File: src/rtl/ctrl_trace_encoder_pkg.sv
// Shared opcode, control-word and statistics-class definitions for the control trace encoder.
package ctrl_trace_encoder_pkg;

    localparam logic [5:0] OP_R_TYPE  = 6'h00;
    localparam logic [5:0] OP_ADDI    = 6'h08;
    localparam logic [5:0] OP_ORI     = 6'h0D;
    localparam logic [5:0] OP_ANDI    = 6'h0C;
    localparam logic [5:0] OP_LUI     = 6'h0F;
    localparam logic [5:0] OP_LW      = 6'h23;
    localparam logic [5:0] OP_SW      = 6'h2B;
    localparam logic [5:0] OP_BEQ     = 6'h04;
    localparam logic [5:0] OP_BNE     = 6'h05;
    localparam logic [5:0] OP_J       = 6'h02;
    localparam logic [5:0] OP_JAL     = 6'h03;
    localparam logic [5:0] OP_ILLEGAL = 6'h3F;

    // Bit order: {RegDst,ALUSrc,MemtoReg,RegWrite,MemRead,MemWrite,BranchNE,BranchEQ,Jump,ALUOp[2:0]}
    localparam logic [11:0] CW_R_TYPE  = 12'h907;
    localparam logic [11:0] CW_ADDI    = 12'h500;
    localparam logic [11:0] CW_ORI     = 12'h502;
    localparam logic [11:0] CW_ANDI    = 12'h003;
    localparam logic [11:0] CW_LUI     = 12'h005;
    localparam logic [11:0] CW_LW      = 12'h780;
    localparam logic [11:0] CW_SW      = 12'h800;
    localparam logic [11:0] CW_DEFAULT = 12'h000;
    localparam logic [11:0] CW_BEQ     = 12'h014;
    localparam logic [11:0] CW_BNE     = 12'h024;
    localparam logic [11:0] CW_J       = 12'h00E;
    localparam logic [11:0] CW_JAL     = 12'h00C;

    typedef enum logic [2:0] {
        CLS_ALU = 3'd0,
        CLS_MEM = 3'd1,
        CLS_BR  = 3'd2,
        CLS_JMP = 3'd3,
        CLS_ILL = 3'd4
    } trace_class_e;

endpackage

File: src/rtl/ctrl_trace_encoder_trace_fifo.sv
// Synchronous trace FIFO with extra-MSB pointers; reports entries dropped while full.
module trace_fifo #(
    parameter int DEPTH = 8,
    parameter int W     = 39
) (
    input  logic         clk,
    input  logic         reset,
    input  logic         i_push,
    input  logic [W-1:0] i_pushData,
    input  logic         i_pop,
    output logic [W-1:0] o_headData,
    output logic         o_valid,
    output logic         o_full,
    output logic         o_drop
);

    localparam int AW = $clog2(DEPTH);
    localparam logic [AW:0] PTR_ONE = 1;

    logic [AW:0]  r_wrPtr;
    logic [AW:0]  r_rdPtr;
    logic [W-1:0] r_mem [DEPTH];

    logic w_empty;
    logic w_full;
    logic w_doPop;
    logic w_doPush;

    assign w_empty  = (r_wrPtr == r_rdPtr);
    assign w_full   = (r_wrPtr[AW] != r_rdPtr[AW]) && (r_wrPtr[AW-1:0] == r_rdPtr[AW-1:0]);
    assign w_doPop  = i_pop && !w_empty;
    // A pop in the same cycle frees the slot, so a push into a full FIFO still lands.
    assign w_doPush = i_push && (!w_full || w_doPop);
    assign o_drop   = i_push && !w_doPush;

    assign o_valid    = !w_empty;
    assign o_full     = w_full;
    assign o_headData = w_empty ? '0 : r_mem[r_rdPtr[AW-1:0]];

    always_ff @(posedge clk or negedge reset) begin
        if (!reset) begin
            r_wrPtr <= '0;
            r_rdPtr <= '0;
            for (int i = 0; i < DEPTH; i++) begin
                r_mem[i] <= '0;
            end
        end else begin
            if (w_doPush) begin
                r_mem[r_wrPtr[AW-1:0]] <= i_pushData;
                r_wrPtr <= r_wrPtr + PTR_ONE;
            end
            if (w_doPop) begin
                r_rdPtr <= r_rdPtr + PTR_ONE;
            end
        end
    end

endmodule

File: src/rtl/ctrl_trace_encoder.sv
// Re-encodes issued control bundles to opcodes, queues them for the debug port and keeps class statistics.
module ctrl_trace_encoder
    import ctrl_trace_encoder_pkg::*;
#(
    parameter int DEPTH = 8,
    parameter int PC_W  = 32,
    parameter int CNT_W = 16
) (
    input  logic             clk,
    input  logic             reset,
    input  logic             in_valid,
    input  logic [11:0]      ctrl_word,
    input  logic [PC_W-1:0]  in_pc,
    input  logic             out_ready,
    input  logic             clr_stats,
    output logic             out_valid,
    output logic [5:0]       out_opcode,
    output logic             out_illegal,
    output logic [PC_W-1:0]  out_pc,
    output logic             fifo_full,
    output logic             overflow,
    output logic [CNT_W-1:0] cnt_alu,
    output logic [CNT_W-1:0] cnt_mem,
    output logic [CNT_W-1:0] cnt_br,
    output logic [CNT_W-1:0] cnt_jmp,
    output logic [CNT_W-1:0] cnt_ill
);

    localparam int FW = PC_W + 7;
    localparam logic [CNT_W-1:0] CNT_ONE = 1;

    logic              r_capValid;
    logic [11:0]       r_capWord;
    logic [PC_W-1:0]   r_capPc;
    logic              r_overflow;
    logic [CNT_W-1:0]  r_cntAlu;
    logic [CNT_W-1:0]  r_cntMem;
    logic [CNT_W-1:0]  r_cntBr;
    logic [CNT_W-1:0]  r_cntJmp;
    logic [CNT_W-1:0]  r_cntIll;

    logic [5:0]        w_opcode;
    logic              w_illegal;
    trace_class_e      w_class;
    logic [FW-1:0]     w_head;
    logic              w_drop;

    function automatic logic [CNT_W-1:0] satInc(input logic [CNT_W-1:0] v);
        return (&v) ? v : v + CNT_ONE;
    endfunction

    always_ff @(posedge clk or negedge reset) begin
        if (!reset) begin
            r_capValid <= 1'b0;
            r_capWord  <= '0;
            r_capPc    <= '0;
        end else begin
            r_capValid <= in_valid;
            if (in_valid) begin
                r_capWord <= ctrl_word;
                r_capPc   <= in_pc;
            end
        end
    end

    // The decoder's default bundle 0x000 aliases to SW and is deliberately not flagged.
    always_comb begin
        w_opcode  = OP_ILLEGAL;
        w_illegal = 1'b1;
        w_class   = CLS_ILL;
        case (r_capWord)
            CW_R_TYPE:          begin w_opcode = OP_R_TYPE; w_illegal = 1'b0; w_class = CLS_ALU; end
            CW_ADDI:            begin w_opcode = OP_ADDI;   w_illegal = 1'b0; w_class = CLS_ALU; end
            CW_ORI:             begin w_opcode = OP_ORI;    w_illegal = 1'b0; w_class = CLS_ALU; end
            CW_ANDI:            begin w_opcode = OP_ANDI;   w_illegal = 1'b0; w_class = CLS_ALU; end
            CW_LUI:             begin w_opcode = OP_LUI;    w_illegal = 1'b0; w_class = CLS_ALU; end
            CW_LW:              begin w_opcode = OP_LW;     w_illegal = 1'b0; w_class = CLS_MEM; end
            CW_SW, CW_DEFAULT:  begin w_opcode = OP_SW;     w_illegal = 1'b0; w_class = CLS_MEM; end
            CW_BEQ:             begin w_opcode = OP_BEQ;    w_illegal = 1'b0; w_class = CLS_BR;  end
            CW_BNE:             begin w_opcode = OP_BNE;    w_illegal = 1'b0; w_class = CLS_BR;  end
            CW_J:               begin w_opcode = OP_J;      w_illegal = 1'b0; w_class = CLS_JMP; end
            CW_JAL:             begin w_opcode = OP_JAL;    w_illegal = 1'b0; w_class = CLS_JMP; end
            default:            ;
        endcase
    end

    trace_fifo #(
        .DEPTH (DEPTH),
        .W     (FW)
    ) u_traceFifo (
        .clk        (clk),
        .reset      (reset),
        .i_push     (r_capValid),
        .i_pushData ({w_opcode, w_illegal, r_capPc}),
        .i_pop      (out_ready),
        .o_headData (w_head),
        .o_valid    (out_valid),
        .o_full     (fifo_full),
        .o_drop     (w_drop)
    );

    // Dropped entries are still counted; a coincident clear takes priority over any increment.
    always_ff @(posedge clk or negedge reset) begin
        if (!reset) begin
            r_overflow <= 1'b0;
            r_cntAlu   <= '0;
            r_cntMem   <= '0;
            r_cntBr    <= '0;
            r_cntJmp   <= '0;
            r_cntIll   <= '0;
        end else if (clr_stats) begin
            r_overflow <= 1'b0;
            r_cntAlu   <= '0;
            r_cntMem   <= '0;
            r_cntBr    <= '0;
            r_cntJmp   <= '0;
            r_cntIll   <= '0;
        end else begin
            if (w_drop) begin
                r_overflow <= 1'b1;
            end
            if (r_capValid) begin
                case (w_class)
                    CLS_ALU: r_cntAlu <= satInc(r_cntAlu);
                    CLS_MEM: r_cntMem <= satInc(r_cntMem);
                    CLS_BR:  r_cntBr  <= satInc(r_cntBr);
                    CLS_JMP: r_cntJmp <= satInc(r_cntJmp);
                    default: r_cntIll <= satInc(r_cntIll);
                endcase
            end
        end
    end

    assign out_opcode  = w_head[FW-1:FW-6];
    assign out_illegal = w_head[PC_W];
    assign out_pc      = w_head[PC_W-1:0];
    assign overflow    = r_overflow;
    assign cnt_alu     = r_cntAlu;
    assign cnt_mem     = r_cntMem;
    assign cnt_br      = r_cntBr;
    assign cnt_jmp     = r_cntJmp;
    assign cnt_ill     = r_cntIll;

endmodule

File: config.mk
export PLATFORM = sky130hd
export DESIGN_NAME = ctrl_trace_encoder
export DESIGN_NICKNAME = d
export VERILOG_FILES = /design/src/rtl/ctrl_trace_encoder_pkg.sv /design/src/rtl/ctrl_trace_encoder_trace_fifo.sv /design/src/rtl/ctrl_trace_encoder.sv
export SDC_FILE = /design/constraint.sdc
export NUM_CORES = 1
export LEC_CHECK = 0
export BUFFER_PORTS_ARGS = -buffer_cell sky130_fd_sc_hd__buf_2
export CAP_MARGIN = 25
export CORE_MARGIN = 4
export CORE_UTILIZATION = 40
export DETAILED_ROUTE_END_ITERATION = 16
export SYNTH_ARGS = -nofsm -noshare
export SYNTH_HDL_FRONTEND = slang
export SYNTH_SLANG_ARGS = --single-unit
File: constraint.sdc
create_clock -name clk -period 3.2 [get_ports clk]
set_input_delay 0.64 -clock clk [delete_from_list [all_inputs] [get_ports clk]]
set_output_delay 0.64 -clock clk [all_outputs]
set_load 0.02 [all_outputs]
==> qor.csv, run 1 <==
stage,metric,value,unit
grt,antenna_found_initial,0,
worst_setup_path,crit_family,multiplexers,
placement,globalplace.congestion,0.757,
floorplan,die_area,55300,um^2
worst_setup_path,cp_cell_sequence,"buf_4, buf_16, mux4_2, mux2i_2, nor2_1, buf_2",
clocking,clockBufferDepth,3,
worst_setup_path,critPathRequiredTime,2.56,ns
floorplan,core_area,50600,um^2
logic_synthesis,synth_edf_count,0,
routing,drc_errors,0,
clocking,htreeDepth,2,
layout,drive_above_1_share,40.4,%
grt,grt_max_degree,69,
layout,final_cell_area,24200,um^2
logic_synthesis,synth_top_area_cell,dfrtp_1,
hold_path,hp-class,in2async,
logic_synthesis,synth_nets,1621,
logic_synthesis,synth_cell_types,59,
sta,worst_pin_slew,0.737,ns
floorplan,fp-row-count,82,
grt,grt_overflow_total,0,
logic_synthesis,syn-cell-area,20600,um^2
sta,hold_viol,0,
routing,vias,13249,
worst_setup_path,slowest_delay,0.54,ns
power_and_ir_drop,p_switching,7.89,mW
power_and_ir_drop,p_leak,10.7,nW
layout,fin_cells,2446,
layout,fill_cells,4449,
sta,finalSetupViolCount,0,
sta,rsz0062_at_grt,true,
placement,dp_cells,2355,
sta,fmax,0.321,GHz
clocking,cts_root_buf,clkbuf_16,
flow_run,cap_violations,0,
power_and_ir_drop,internal_power,15.6,mW
power_and_ir_drop,total_power,23.5,mW
floorplan,die_h,235,um
logic_synthesis,yosys_warnings,0,
sta,skew,0.0302,ns
power_and_ir_drop,seq_power_share,38.1,%
routing,post_drt_wl_per_cell,20.4,um
power_and_ir_drop,switching_share,33.6,%
layout,diodes,0,
grt,grt_pass1_vias,13737,
power_and_ir_drop,comb_power_share,38.1,%
worst_setup_path,critPathLaunch,u_traceFifo.r_rdPtr[0],
worst_setup_path,r2r_start,u_traceFifo.r_wrPtr[0],
sta,period_share,97.4,%
logic_synthesis,ys.flop_type,dfrtp_1,
sta,drv_slew,0,
run_status,status,"complete, no violations",
layout,syn2layout_area_growth,17.3,%
routing,drt_iter0_drc,769,
logic_synthesis,synth.avg_cell_area,13.2,um^2
routing,drt_pass1_iterations,6,
worst_setup_path,path_class,reg2out,
routing,ant_nets,0,
placement,placed_cell_area,22500,um^2
worst_setup_path,endpoint_kind,output port,
logic_synthesis,async_flop_share,100,%
grt,grt_pass1_wl,80400,um
layout,final_util,47.8,%
logic_synthesis,synthTopCellsByCount,"446 x dfrtp_1, 308 x mux2_2, 104 x nor2_1",
placement,pre_cts_ws,0.359,ns
logic_synthesis,ys_top_cells_by_area,"dfrtp_1 54%, mux2_2 17%, mux4_2 8.5%, mux2i_1 2.0%, nor2_1 1.9%",
worst_setup_path,arrival,2.48,ns
worst_setup_path,worstPathMaxFanout,26,
power_and_ir_drop,peakVddDrop,606,uV
sta,relSlewSlack,50.8,%
routing,vias_per_cell,5.42,
grt,track_usage,18.0,%
power_and_ir_drop,powerDensity,972,nW/um^2
placement,hpwlAfterDp,30800,um
routing,routed_wl,50000,um
clocking,cts_buffers,50,
clocking,clkTransAtPathRegs,0.06,ns
logic_synthesis,synth_seq_area_share,54.1,%
worst_setup_path,cp-start-kind,register,
floorplan,start_util,40.8,%
logic_synthesis,synth_top_area_share,54.1,%
layout,num-nets-final,1795,
worst_setup_path,critPathBufInv,3,
power_and_ir_drop,clock_power_share,23.8,%
floorplan,die_w,235,um
sta,worst_slack,0.0820,ns
sta,min_period,3.12,ns
worst_setup_path,slowest_stage,mux4_2,
clocking,cts_tree,yes,
clocking,cts.sinks,446,
placement,numPortBuffers,170,
logic_synthesis,yosysMostFrequentCell,dfrtp_1,
clocking,clk-insertion-delay-late,0.59,ns
logic_synthesis,ys_seq_elements,446,
logic_synthesis,syn_inst,1565,
floorplan,io_pins,171,
[flip-flops by register name, summed over array words and instances (netlist names)]
name	count
cnt_jmp	16
u_traceFifo.r_rdPtr	4
cnt_alu	16
u_traceFifo.r_mem	312
r_capWord	12
cnt_ill	16
r_capValid	1
cnt_br	16
overflow	1
u_traceFifo.r_wrPtr	4
r_capPc	32
cnt_mem	16
[cells by family after synthesis]
logic type	count (synthesis)	share of synthesized area [%]
flops	446	54.1
compound gates	134	3.80
fa+ha+maj	7	0.425
mux	432	27.6
xor+xnor	45	1.91
simple gates	387	9.80
buf+inv	114	2.38
[power by group through the flow]
stage / clock network (mW) / registers [mW] / logic, mW
finish: 5.59 / 8.95 / 8.96
global route: 5.98 / 9.18 / 9.70
CTS: 5.77 / 8.93 / 9.04
detailed placement: 0 / 9.05 / 8.90
global placement: 0 / 8.91 / 8.71
floorplan: 0 / 8.56 / 6.59
[routing by layer]
metal  global-route usage [%]  wire (um)  vias up
met5                        0          0        -
met4                     4.03        845        0
met3                     2.66       1620       49
met2                     30.3      24700      203
met1                     24.9      22800     6931
li1                         -          -     6066
[stage by stage]
stage | TNS (ns) | hold WS [ns]
6_report | 0 | 0.0409
2_1_floorplan | 0 | 0.344
3_5_place_dp | 0 | 0.468
3_3_place_gp | 0 | 0.457
4_1_cts | 0 | 0.0276
5_1_grt | -0.0115 | 0.0653
[timing repair]
action / CTS / global route
hold buffers: 0 / 0
endpoints found under the setup margin: 30 / 13
gates resized for setup: 5 / 6
cloned: 0 / 1
buffers inserted: 3 / 0
[placed cells by master, fill, tap and decap left out, types with 6 or more instances in the layout]
cell / netlist / routed
xor2_1: 32 / 32
inv_1: 14 / 14
buf_4: 2 / 28
clkbuf_8: 0 / 12
dfrtp_1: 446 / 443
nor4_1: 9 / 9
o31ai_1: 20 / 20
xnor2_1: 13 / 13
mux4_2: 78 / 78
buf_12: 0 / 16
mux2_2: 308 / 308
or3_1: 12 / 12
nor3_1: 11 / 11
clkbuf_1: 48 / 7
clkinv_2: 0 / 12
nor2b_1: 17 / 17
nand3_2: 7 / 7
nand2_1: 89 / 89
o21ai_0: 70 / 69
clkbuf_16: 0 / 51
nand4_1: 21 / 21
or4_1: 20 / 20
and3_1: 16 / 16
mux2i_1: 42 / 41
buf_2: 32 / 169
a21oi_1: 31 / 31
nand3_1: 44 / 44
nor2_1: 104 / 104
and2_1: 6 / 6
ha_1: 7 / 7
[final cells by class]
type / count / area (um^2) / share of cell area, %
clock inverter: 18 / 164 / 0.677
tap: 672 / 841 / 3.47
multi-input combinational: 1005 / 9000 / 37.2
inverter: 14 / 52.6 / 0.217
clock buffer: 69 / 1440 / 5.96
timing repair buffer: 222 / 1530 / 6.33
sequential: 446 / 11200 / 46.2
[final timing paths]
check | end | slack (ns) | cells past startpoint
max | out_pc[5] | 0.08 | 6
min | u_traceFifo.r_mem[43] | 0.04 | 1
max reg2reg | u_traceFifo.r_mem[138] | 0.45 | 6
min reg2reg | u_traceFifo.r_mem[72] | 0.48 | 2
max in group asynchronous | r_capPc[30] | 2.30 | 3
min in group clk | r_capWord[3] | 0.28 | 2
Power figures use the tool's default switching activity.
==> run 2: changes to the inputs <==
- CELL_PAD_IN_SITES_DETAIL_PLACEMENT: default -> 1
- CELL_PAD_IN_SITES_GLOBAL_PLACEMENT: default -> 1
- PLACE_DENSITY_LB_ADDON: default -> 0.1
==> run 2 against run 1 <==
  * Global-route usage increased by 1.4 points
  * Power increased by 0.76%
  * Count of clock-buffer cells in the layout rose by 8
  * Highest routed layer unchanged
  * Flip-flop and latch count is the same
==> qor.csv, run 2 (same netlist as run 1, synthesis figures left out) <==
stage,metric,value,unit
run_status,status,"complete, no violations",
sta,relSlewSlack,35.3,%
placement,placed_cell_area,22500,um^2
flow_run,cap_violations,0,
power_and_ir_drop,total_power,23.7,mW
layout,layout_commonest_cell,dfrtp_1,
grt,grt_max_degree,83,
sta,finalSetupViolCount,0,
worst_setup_path,cp-endpoint,out_opcode[3],
layout,fill_cells,5177,
worst_setup_path,endpoint_kind,output port,
placement,dp_cells,2355,
layout,layout_common_cells,"443 x dfrtp_1, 308 x mux2_2, 169 x buf_2",
layout,num-nets-final,1792,
clocking,postCtsHoldBufs,0,
clocking,clkTransAtPathRegs,0.06,ns
worst_setup_path,crit_family,multiplexers,
placement,pre_cts_ws,0.478,ns
floorplan,die_h,235,um
worst_setup_path,cp_cell_sequence,"buf_6, mux4_2, mux2i_1, buf_4, nor2_1, buf_2",
hold_path,hp-class,in2async,
worst_setup_path,cp-start-kind,register,
layout,final_cell_area,24200,um^2
floorplan,die_area,55300,um^2
power_and_ir_drop,p_leak,10.7,nW
sta,worst_pin_slew,0.970,ns
floorplan,fp-row-count,82,
routing,drt_iter0_drc,559,
layout,reg_top3,"u_traceFifo.r_mem (312), r_capPc (32)",
worst_setup_path,r2r_setup_slack,0.42,ns
sta,fmax,0.322,GHz
sta,hold_viol,0,
grt,antenna_found_initial,0,
sta,period_share,97.2,%
grt,grt_overflow_total,0,
worst_setup_path,r2r_start,u_traceFifo.r_rdPtr[0],
grt,track_usage,19.4,%
layout,largest_register,u_traceFifo.r_mem,
layout,fin_cells,2449,
sta,holdWs,0.00973,ns
routing,vias_per_cell,5.42,
power_and_ir_drop,powerDensity,980,nW/um^2
worst_setup_path,path_class,reg2out,
worst_setup_path,cp.depth,6,
grt,grt_pass1_vias,14355,
power_and_ir_drop,peakVddDrop,465,uV
layout,syn2layout_area_growth,17.1,%
grt,grtUsageMet2,31.5,%
placement,numPortBuffers,170,
worst_setup_path,critPathLaunch,u_traceFifo.r_rdPtr[0],
sta,rsz0062_at_grt,true,
sta,drv_slew,0,
clocking,htreeDepth,2,
routing,post_drt_wl_per_cell,21.8,um
floorplan,die_w,235,um
layout,diodes,0,
sta,min_period,3.11,ns
placement,globalplace.congestion,0.772,
worst_setup_path,worstPathMaxFanout,17,
sta,skew,0.0121,ns
placement,hpwlAfterDp,32700,um
routing,vias,13281,
layout,largest_register_ff_count,312,
routing,ant_nets,0,
worst_setup_path,r2r-end,u_traceFifo.r_mem[2],
floorplan,start_util,40.8,%
grt,grt_pass1_wl,86100,um
floorplan,io_pins,171,
floorplan,core_area,50600,um^2
layout,drive_above_1_share,39.9,%
worst_setup_path,critPathBufInv,3,
grt,grtUsageMet1,27.2,%
grt,use_met3,3.64,%
routing,drt_pass1_iterations,4,
worst_setup_path,critPathRequiredTime,2.56,ns
clocking,clk-insertion-delay-late,0.58,ns
clocking,cts_tree,yes,
routing,drc_errors,0,
clocking,clockBufferDepth,3,
worst_setup_path,slowest_delay,0.56,ns
clocking,cts_root_buf,clkbuf_16,
worst_setup_path,arrival,2.47,ns
clocking,post_cts_buffers,0,
clocking,cts_buffers,50,
routing,routed_wl,53300,um
worst_setup_path,slowest_stage,mux4_2,
sta,worst_slack,0.0908,ns
worst_setup_path,reg2reg_depth,6,
grt,busiest_layer,met2,
clocking,cts.sinks,446,
-- run 2: changes by cell type in the layout (fill, tap and decap cells not counted), moves of 2 or more --
cell       delta
bufinv_16     +2
buf_4         +4
clkbuf_1      +9
clkbuf_16     +2
buf_12        -2
buf_6         -3
clkbuf_8      -4
inv_16        -2
-- run 2: worst min path at each step --
stage                                 from                      to  slack, ns  depth (start not counted)
floorplan                            reset              cnt_alu[0]       0.34                          0
global placement     u_traceFifo.r_mem[34]   u_traceFifo.r_mem[34]       0.46                          2
detailed placement  u_traceFifo.r_mem[229]  u_traceFifo.r_mem[229]       0.47                          2
CTS                                  reset             r_capPc[30]      0.008                          1
global route                         reset             r_capPc[30]       0.03                          1
finish                               reset             r_capPc[30]       0.01                          1
-- run 2: metal layers --
metal	part of all wire (%)	vias up
li1	-	6048
met1	47	7002
met2	48	162
met3	3.8	69
met4	1.8	0
met5	0	-
-- run 2: area by class of cell --
type | count | area (um^2) | share of cell area, %
Clock buffer | 77 | 1500 | 6.19
Clock inverter | 16 | 155 | 0.642
Inverter | 14 | 52.6 | 0.217
Multi-Input combinational cell | 1005 | 9000 | 37.3
Sequential cell | 446 | 11200 | 46.2
Tap cell | 672 | 841 | 3.48
Timing Repair Buffer | 219 | 1450 | 5.99
-- run 2: repair_timing --
item / 4_1_cts / 5_1_grt
pin swaps: 0 / 0
gates resized for setup: 3 / 1
gates cloned: 1 / 0
endpoints found under the setup margin: 23 / 11
-- run 2: stage by stage --
stage / TNS [ns] / util (%)
6_report: 0 / 47.8
5_1_grt: -0.159 / 47.8
3_5_place_dp: 0 / 44.4
4_1_cts: 0 / 47.8
3_3_place_gp: 0 / 44.4
2_1_floorplan: 0 / -
-- run 2: power by group --
group	internal, mW	switching (mW)	total (mW)	leakage (nW)
logic	4.55	4.38	8.93	4.41
clock network	3.45	2.29	5.75	0.823
registers	7.79	1.22	9.01	5.49
